$ cat src/rtl/stopwatch_lap_core.sv
// stopwatch_lap_core: debounced start/lap buttons driving a BCD SS.hh stopwatch with a sticky minute flag.
// The lap state and display freeze are built only when STOPWATCH_LAP_EN is defined.
module stopwatch_lap_core #(
   parameter int DEBOUNCE_CYCLES = 500000,
   parameter int SEC_WRAP        = 60
) (
   input  logic       clk_50M,
   input  logic       rst,
   input  logic       tick_100,
   input  logic       btn_start,
   input  logic       btn_lap,
   output logic [3:0] sec_0_01,
   output logic [3:0] sec_0_1,
   output logic [3:0] sec_1,
   output logic [3:0] sec_10,
   output logic       min,
   output logic       running
);
   localparam int CW = $clog2(DEBOUNCE_CYCLES + 1);
   localparam logic [CW-1:0] CMAX = CW'(DEBOUNCE_CYCLES - 1);
   localparam logic [3:0] WRAP_T = 4'((SEC_WRAP - 1) / 10);
   localparam logic [3:0] WRAP_U = 4'((SEC_WRAP - 1) % 10);

   typedef enum logic [1:0] {IDLE, RUN, STOP, LAP} state_t;

   logic [1:0] w_raw, w_press;
   assign w_raw = {btn_lap, btn_start};

   for (genvar g = 0; g < 2; g++) begin : g_db
      logic r_s1, r_s2, r_db, r_db_d, r_press;
      logic [CW-1:0] r_cnt;
      always_ff @(posedge clk_50M or posedge rst) begin
         if (rst) begin
            r_s1    <= 1'b0;
            r_s2    <= 1'b0;
            r_db    <= 1'b0;
            r_db_d  <= 1'b0;
            r_press <= 1'b0;
            r_cnt   <= '0;
         end else begin
            r_s1 <= w_raw[g];
            r_s2 <= r_s1;
            if (r_s2 == r_db) r_cnt <= '0;
            else if (r_cnt == CMAX) begin
               r_cnt <= '0;
               r_db  <= r_s2;
            end else r_cnt <= r_cnt + 1'b1;
            r_db_d  <= r_db;
            r_press <= r_db & ~r_db_d;
         end
      end
      assign w_press[g] = r_press;
   end

   state_t r_st, w_nxt;
   logic [3:0] r_d0, r_d1, r_d2, r_d3;
   logic [15:0] r_disp, w_live;
   logic r_min, r_running, w_clr, w_hold, w_cnt_en;
   logic w_c0, w_c1, w_c2, w_wrap;
   logic w_s, w_l;

   assign w_s = w_press[0];
   assign w_l = w_press[1] & ~w_press[0];

   always_comb begin
      w_nxt = r_st;
      w_clr = 1'b0;
      case (r_st)
         IDLE: w_nxt = w_s ? RUN : IDLE;
`ifdef STOPWATCH_LAP_EN
         RUN:  w_nxt = w_s ? STOP : w_l ? LAP : RUN;
         LAP:  w_nxt = w_s ? STOP : w_l ? RUN : LAP;
`else
         RUN:  w_nxt = w_s ? STOP : RUN;
`endif
         STOP: begin
            w_nxt = w_s ? RUN : w_l ? IDLE : STOP;
            w_clr = w_l;
         end
         default: w_nxt = IDLE;
      endcase
   end

`ifdef STOPWATCH_LAP_EN
   // Entering LAP loads the live count once; staying in LAP holds it.
   assign w_hold = (r_st == LAP) && (w_nxt == LAP);
`else
   assign w_hold = 1'b0;
`endif

   assign w_cnt_en = tick_100 && ((r_st == RUN) || (r_st == LAP));
   assign w_c0   = r_d0 == 4'd9;
   assign w_c1   = w_c0 && (r_d1 == 4'd9);
   assign w_c2   = w_c1 && (r_d2 == 4'd9);
   assign w_wrap = w_c1 && (r_d3 == WRAP_T) && (r_d2 == WRAP_U);
   assign w_live = {r_d3, r_d2, r_d1, r_d0};

   always_ff @(posedge clk_50M or posedge rst) begin
      if (rst) begin
         r_st      <= IDLE;
         r_running <= 1'b0;
         r_min     <= 1'b0;
         r_d0      <= '0;
         r_d1      <= '0;
         r_d2      <= '0;
         r_d3      <= '0;
         r_disp    <= '0;
      end else begin
         r_st      <= w_nxt;
         r_running <= (w_nxt == RUN) || (w_nxt == LAP);
         r_disp    <= w_hold ? r_disp : w_live;
         if (w_clr) begin
            r_d0  <= '0;
            r_d1  <= '0;
            r_d2  <= '0;
            r_d3  <= '0;
            r_min <= 1'b0;
         end else if (w_cnt_en) begin
            r_d0  <= w_c0 ? 4'd0 : r_d0 + 4'd1;
            r_d1  <= w_c1 ? 4'd0 : w_c0 ? r_d1 + 4'd1 : r_d1;
            r_d2  <= (w_wrap || w_c2) ? 4'd0 : w_c1 ? r_d2 + 4'd1 : r_d2;
            r_d3  <= w_wrap ? 4'd0 : w_c2 ? r_d3 + 4'd1 : r_d3;
            r_min <= r_min | w_wrap;
         end
      end
   end

   assign {sec_10, sec_1, sec_0_1, sec_0_01} = r_disp;
   assign min     = r_min;
   assign running = r_running;
endmodule

$ cat config.mk
export PLATFORM = sky130hd
export DESIGN_NAME = stopwatch_lap_core
export DESIGN_NICKNAME = d
export VERILOG_FILES = /design/src/rtl/stopwatch_lap_core.sv
export SDC_FILE = /design/constraint.sdc
export NUM_CORES = 1
export LEC_CHECK = 0
export BUFFER_PORTS_ARGS = -buffer_cell sky130_fd_sc_hd__buf_2
export CAP_MARGIN = 10
export CELL_PAD_IN_SITES_DETAIL_PLACEMENT = 0
export CELL_PAD_IN_SITES_GLOBAL_PLACEMENT = 1
export CORE_MARGIN = 2
export CORE_UTILIZATION = 45
export CTS_BUF_LIST = sky130_fd_sc_hd__clkbuf_2
export DETAILED_ROUTE_END_ITERATION = 12
export PLACE_DENSITY = 0.89
export SYNTH_ARGS = -nofsm -noshare
export SYNTH_HDL_FRONTEND = slang
export SYNTH_SLANG_ARGS = --single-unit
$ cat constraint.sdc
create_clock -name clk_50M -period 2.35 [get_ports clk_50M]
set_input_delay 0.1175 -clock clk_50M [delete_from_list [all_inputs] [get_ports clk_50M]]
set_output_delay 0.1175 -clock clk_50M [all_outputs]
set_load 0.01 [all_outputs]
# After elaboration in Yosys (flattened, before gate mapping)
# Cells that the tools add are included.
# word_totals
elab_cells	93
input_bits	5
register_bits	84
out_inout_bits	18
# classes
n_eq_ne	13
add_sub_neg	6
n_bitwise	9
reduce_logical	18
muxes	27
# op_table
cell	count
two-way mux 19 bit	4
two-way mux 4 bit	15
adder 19 x 1 -> 19 bit, second input constant	2
== test 19 bit, second input constant	2
adder 4 x 1 -> 4 bit, second input constant	4
== test 4 bit, second input constant	3
AND reduction 2 bit	5
nonzero test 3 bit	3
== test 2 bit, second input constant	3
two-way mux 2 bit	3
case mux 2 bit (3 select lines)	1
logical AND 1 bit	5
inverter 1 bit	5
== test 2 x 1 -> 1 bit, second input constant	2
== test 4 x 3 -> 1 bit, second input constant	1
two-way mux 1 bit	4
AND 1 bit	3
logical OR 1 bit	3
== test 1 bit	2
logical NOT 2 bit	1
nonzero test 2 bit	1
OR 1 bit	1

# Logic depth before layout (Yosys ltp)
# depth
word_depth	8
ltp_mapped	7
mapped_depth_nobuf	6

# Worst setup path after synthesis
# No wires, ideal clock.
# synth_path
path_type	register to register
from	register r_d1[1]
to	register r_d3[3]
required_ns	2.272
setup_ns	0.078
n_path_buf	1
synth_period_minus_slack_ns	1.865
stages_incl_launch_ff	8
setup_slack_ns	0.485
arrival_time_ns	1.787
path_cell_list	dfrtp_1 -> inv_1 -> ha_1 -> and3b_1 -> clkbuf_1 -> nand4_1 -> or4_1 -> a21oi_1
# synth_between
elab_chain_cells	7
elab_cells_between_ends	10
cone_classes	eq/ne (1); mux (3); reduce/logical (6)
# synth_rtl
element	line_no	rtl
start, declared	56	logic [3:0] r_d0, r_d1, r_d2, r_d3;
start signal, assigned	120	r_d1 <= w_c1 ? 4'd0 : w_c0 ? r_d1 + 4'd1 : r_d1;
== test 4 bit (*)	93	assign w_c1 = w_c0 && (r_d1 == 4'd9);
logical AND 1 bit (*)	93	
logical AND 1 bit (2 in series)	95	assign w_wrap = w_c1 && (r_d3 == WRAP_T) && (r_d2 == WRAP_U);
two-way mux 4 bit	122	r_d3 <= w_wrap ? 4'd0 : w_c2 ? r_d3 + 4'd1 : r_d3;
two-way mux 4 bit	118	end else if (w_cnt_en) begin
two-way mux 4 bit	112	if (w_clr) begin
end signal, assigned	122	
end, declared	56	
# Every way passes the cells marked *; elsewhere a longest branch is shown, timed or not. The select of a mux whose other input is x is not followed.
# A chain may end at the register's enable or synchronous reset.

# Worst setup path in the final report
# Ends and elaborated chain as after synthesis.

==> impl_results.md <==
* Ports at 23
* Initial antenna violation count at 0
* Row Count at 32
* GR Util All Layers at 16.5%
* Pleak at 0.00187 µW
* Clock power share at ~39%
* PwrDens at ~600 nW/µm²
* Area Growth Syn to Fin at 12.8%
* Number of port buffers at 22
* Die Wd at around 94 µm
* Cell area after synthesis at around 3700 µm²
* Post-synth EDFFs at 0
* Via count at 2716
* Detailed placement HPWL at 4.51 mm
* DRT Pass-1 Iters at 4
* Worst-Margin Slew at 0.642 ns
* Fmax at roughly 500 MHz
* Post-CTS sizing at 0
* CTS tree: yes
* Worst hold path class: in2reg
* Critical Path End Type: flop
* Final hold vios at 0
* Top Family by Delay on Critical Path: simple AND/OR/NAND/NOR gates
* Critical path fanouts, max at 8
* Final Setup Violations at 0
* FF-to-FF path depth at 6
* CP arrival at 2.43 ns
* Setup CP Type: reg2reg
* Fin crit share at a little over four fifths
* Hold worst-path end: r_d0[3]
* Clock latency on the worst-skew pair at 0.51 ns
* Sw Pwr at between 500 and 600 µW
* Largest cells by area after synthesis: dfrtp_1 (56%), nor2_1 (4.4%), ha_1 (3.4%)
* Drt wl/cell at 13.6 µm
* Slew HR at 57.1%
* Max-slew violations at 0
* Final Net Count at 397
* CP startpoint kind: flop
* Synth Area per Inst at approximately 11 µm²
* RR Endpoint: r_d3[3]
* Ys Warns at 0
* Final wirelength at around 6.7 mm
* Post-synth ARST share at between 90% and 100%
* Worst path cell trace: inv_1 -> ha_1 -> and3b_1 -> nand4_1 -> or4_1 -> a21oi_1
* WP data required at approximately 2.8 ns
* Synthesized instance count at ~350
* Syn nets at about 360
* Pin count of the biggest net entering global routing at 39
* P_int at slightly below 2000 µW
* Root Driver: clkbuf_2
* Gp weighted congestion at slightly below 0.9
* DP Area at 3950 µm²
* Drt first-iter violations at ~200
* Yosys top cell area share at 56.5%
* Largest stage delay on the critical path at between 0.5 and 0.6 ns
* Total power at ~2500 µW
* Part of the power in registers at about three fifths
* Top FF cell, synth: dfrtp_1
* Seq cells post-synth at 83
* Register area share after synthesis at between 50% and 60%
* Hold path cells at 3
* Clk sink count at 83
* First-pass GRT wire length at between 10 and 15 mm
* Unrepaired setup endpoints after global routing: false
* Remaining global-route overflow at 0
* Final ANT Viol Nets at 0
* Net Sw Frac at approximately 23%
* Hold Crit Start: tick_100
* N_diodes at 0
* CP Buf/Inv Count at 1
* Clock buffer depth at 2
* Clock skew at about 0.035 ns
* Outcome: completed
* Core area at 7810 µm²
* Peak supply drop at roughly 0.23 mV
* Synth area leader: dfrtp_1
* Initial Util at between 40% and 50%
* Slowest cell on the critical path: or4_1
* Clk slew on worst S/H paths at roughly 0.25 ns
* Minimum clock period at 1.96 ns
* Worst r2r src: r_d1[1]
* FF-to-FF setup slack at about 0.39 ns
* Design area at 4150 µm²
* Number of global-route vias before repair at 2716
* CTS Buf Count at 9
* Htree depth at 3
* Sum of negative setup slack at 0 ns
* DR DRC count at 0
* Fraction of layout cells with a size suffix above 1 at around 16%
* Distinct cells, synth at 42
* Vias per cell at 5.55
* Die H at 94.4 µm
* DIE AREA at 8910 µm²
* Max-cap viol count at 0
* Combinational share of power at about 2.8%
==> per-stage QoR <==
| step | worst slack, ns | instances | util [%] | hold WS (ns) |
|---|---|---|---|---|
| global route | 0.105 | 489 | 53.1 | 0.0905 |
| detailed placement | 0.391 | 470 | 50.6 | 0.224 |
| CTS | 0.384 | 489 | 53.1 | 0.0505 |
| finish | 0.389 | 489 | 53.1 | 0.112 |
| global placement | 0.448 | 470 | 50.6 | 0.228 |
| floorplan | 0.0957 | 347 | - | 0.149 |
==> Yosys cell counts (8+ instances only) <==
library cell  instances
nand3_1              11
a21oi_1              23
nor2_1               43
xor2_1               11
xnor2_1              14
nor4_1                8
inv_1                10
nand4_1              13
ha_1                 10
nand2_1              25
dfrtp_1              83
o21ai_0              10
==> sequential cells by signal, summed over array words and instances (netlist names) <==
| register | count |
|---|---|
| g_db.r_cnt | 38 |
| r_disp | 16 |
| r_d0 | 4 |
| r_d1 | 4 |
| r_d2 | 4 |
| r_d3 | 4 |
| g_db.r_db | 2 |
| g_db.r_db_d | 2 |
| g_db.r_press | 2 |
| g_db.r_s1 | 2 |
| g_db.r_s2 | 2 |
| r_st | 2 |
| min | 1 |
==> power groups by stage <==
stage	sequential [µW]	clock [µW]	combinational (µW)
2_1_floorplan	1480	0	44.7
3_3_place_gp	1480	0	68.6
3_5_place_dp	1480	0	69.6
4_1_cts	1450	999	74.0
5_1_grt	1460	1050	82.9
6_report	1450	969	70.3
==> metal layers <==
metal	track usage, %	share of wire [%]
met5	0	0
met4	7.49	1.4
met3	2.79	4.2
met2	28.5	50
met1	20.4	44
==> worst register-to-register path, cell delays in order (launching register included) <==
cell     delay (ns)
dfrtp_1        0.47
inv_1          0.07
ha_1           0.16
and3b_1        0.29
nand4_1        0.29
or4_1          0.54
a21oi_1        0.15
==> placed cells by master (no fill, tap or decap), types with 3 or more instances in the layout <==
| cell | n |
|---|---|
| nor3_1 | 6 |
| o21ai_0 | 10 |
| dlygate4sd3_1 | 3 |
| xor2_1 | 11 |
| bufinv_16 | 3 |
| mux2_2 | 3 |
| buf_2 | 22 |
| nor2_1 | 43 |
| mux2i_1 | 3 |
| or2_2 | 3 |
| o31ai_1 | 5 |
| dfrtp_1 | 83 |
| or3_1 | 7 |
| xnor2_1 | 14 |
| nor4_1 | 8 |
| clkbuf_2 | 9 |
| buf_4 | 9 |
| ha_1 | 10 |
| and3b_1 | 4 |
| nand4_1 | 13 |
| and4_1 | 6 |
| nand2_1 | 25 |
| and2_1 | 6 |
| or4_1 | 6 |
| nand3_1 | 11 |
| a21oi_1 | 23 |
| inv_1 | 9 |
==> worst max path at each step <==
stage | from | to | slack, ns | depth (start not counted)
2_1_floorplan | rst | g_db[0].r_cnt[0] | 0.1 | 1
3_3_place_gp | r_d1[1] | r_d3[3] | 0.45 | 6
3_5_place_dp | r_d1[1] | r_d3[3] | 0.39 | 6
4_1_cts | r_d2[1] | r_d3[3] | 0.38 | 6
5_1_grt | r_d1[1] | r_d3[3] | 0.10 | 6
6_report | r_d1[1] | r_d3[3] | 0.39 | 6
==> cell type report <==
cell class / count / area (µm²)
clock buffer: 9 / 45.0
clock inverter: 7 / 124
fill: 703 / 3660
inverter: 10 / 38.8
multi-input combinational: 244 / 1530
sequential: 83 / 2080
tap: 102 / 128
timing repair buffer: 34 / 208
==> what timing repair did <==
item	4_1_cts	5_1_grt
hold buffers	3	0
setup buffers	0	0
setup endpoints to repair	0	0
hold endpoints to repair	37	0
==> cells by family (layout without fill, tap and decap cells) <==
logic type / count (synthesis) / count (layout) / share of synthesized area, %
simple gates: 157 / 157 / 23.2
xor+xnor: 25 / 25 / 5.95
fa+ha+maj: 10 / 10 / 3.40
mux: 6 / 6 / 1.74
buf+inv: 20 / 60 / 2.18
flops: 83 / 83 / 56.5
compound gates: 46 / 46 / 7.04
(Power assumes the default switching activity.)
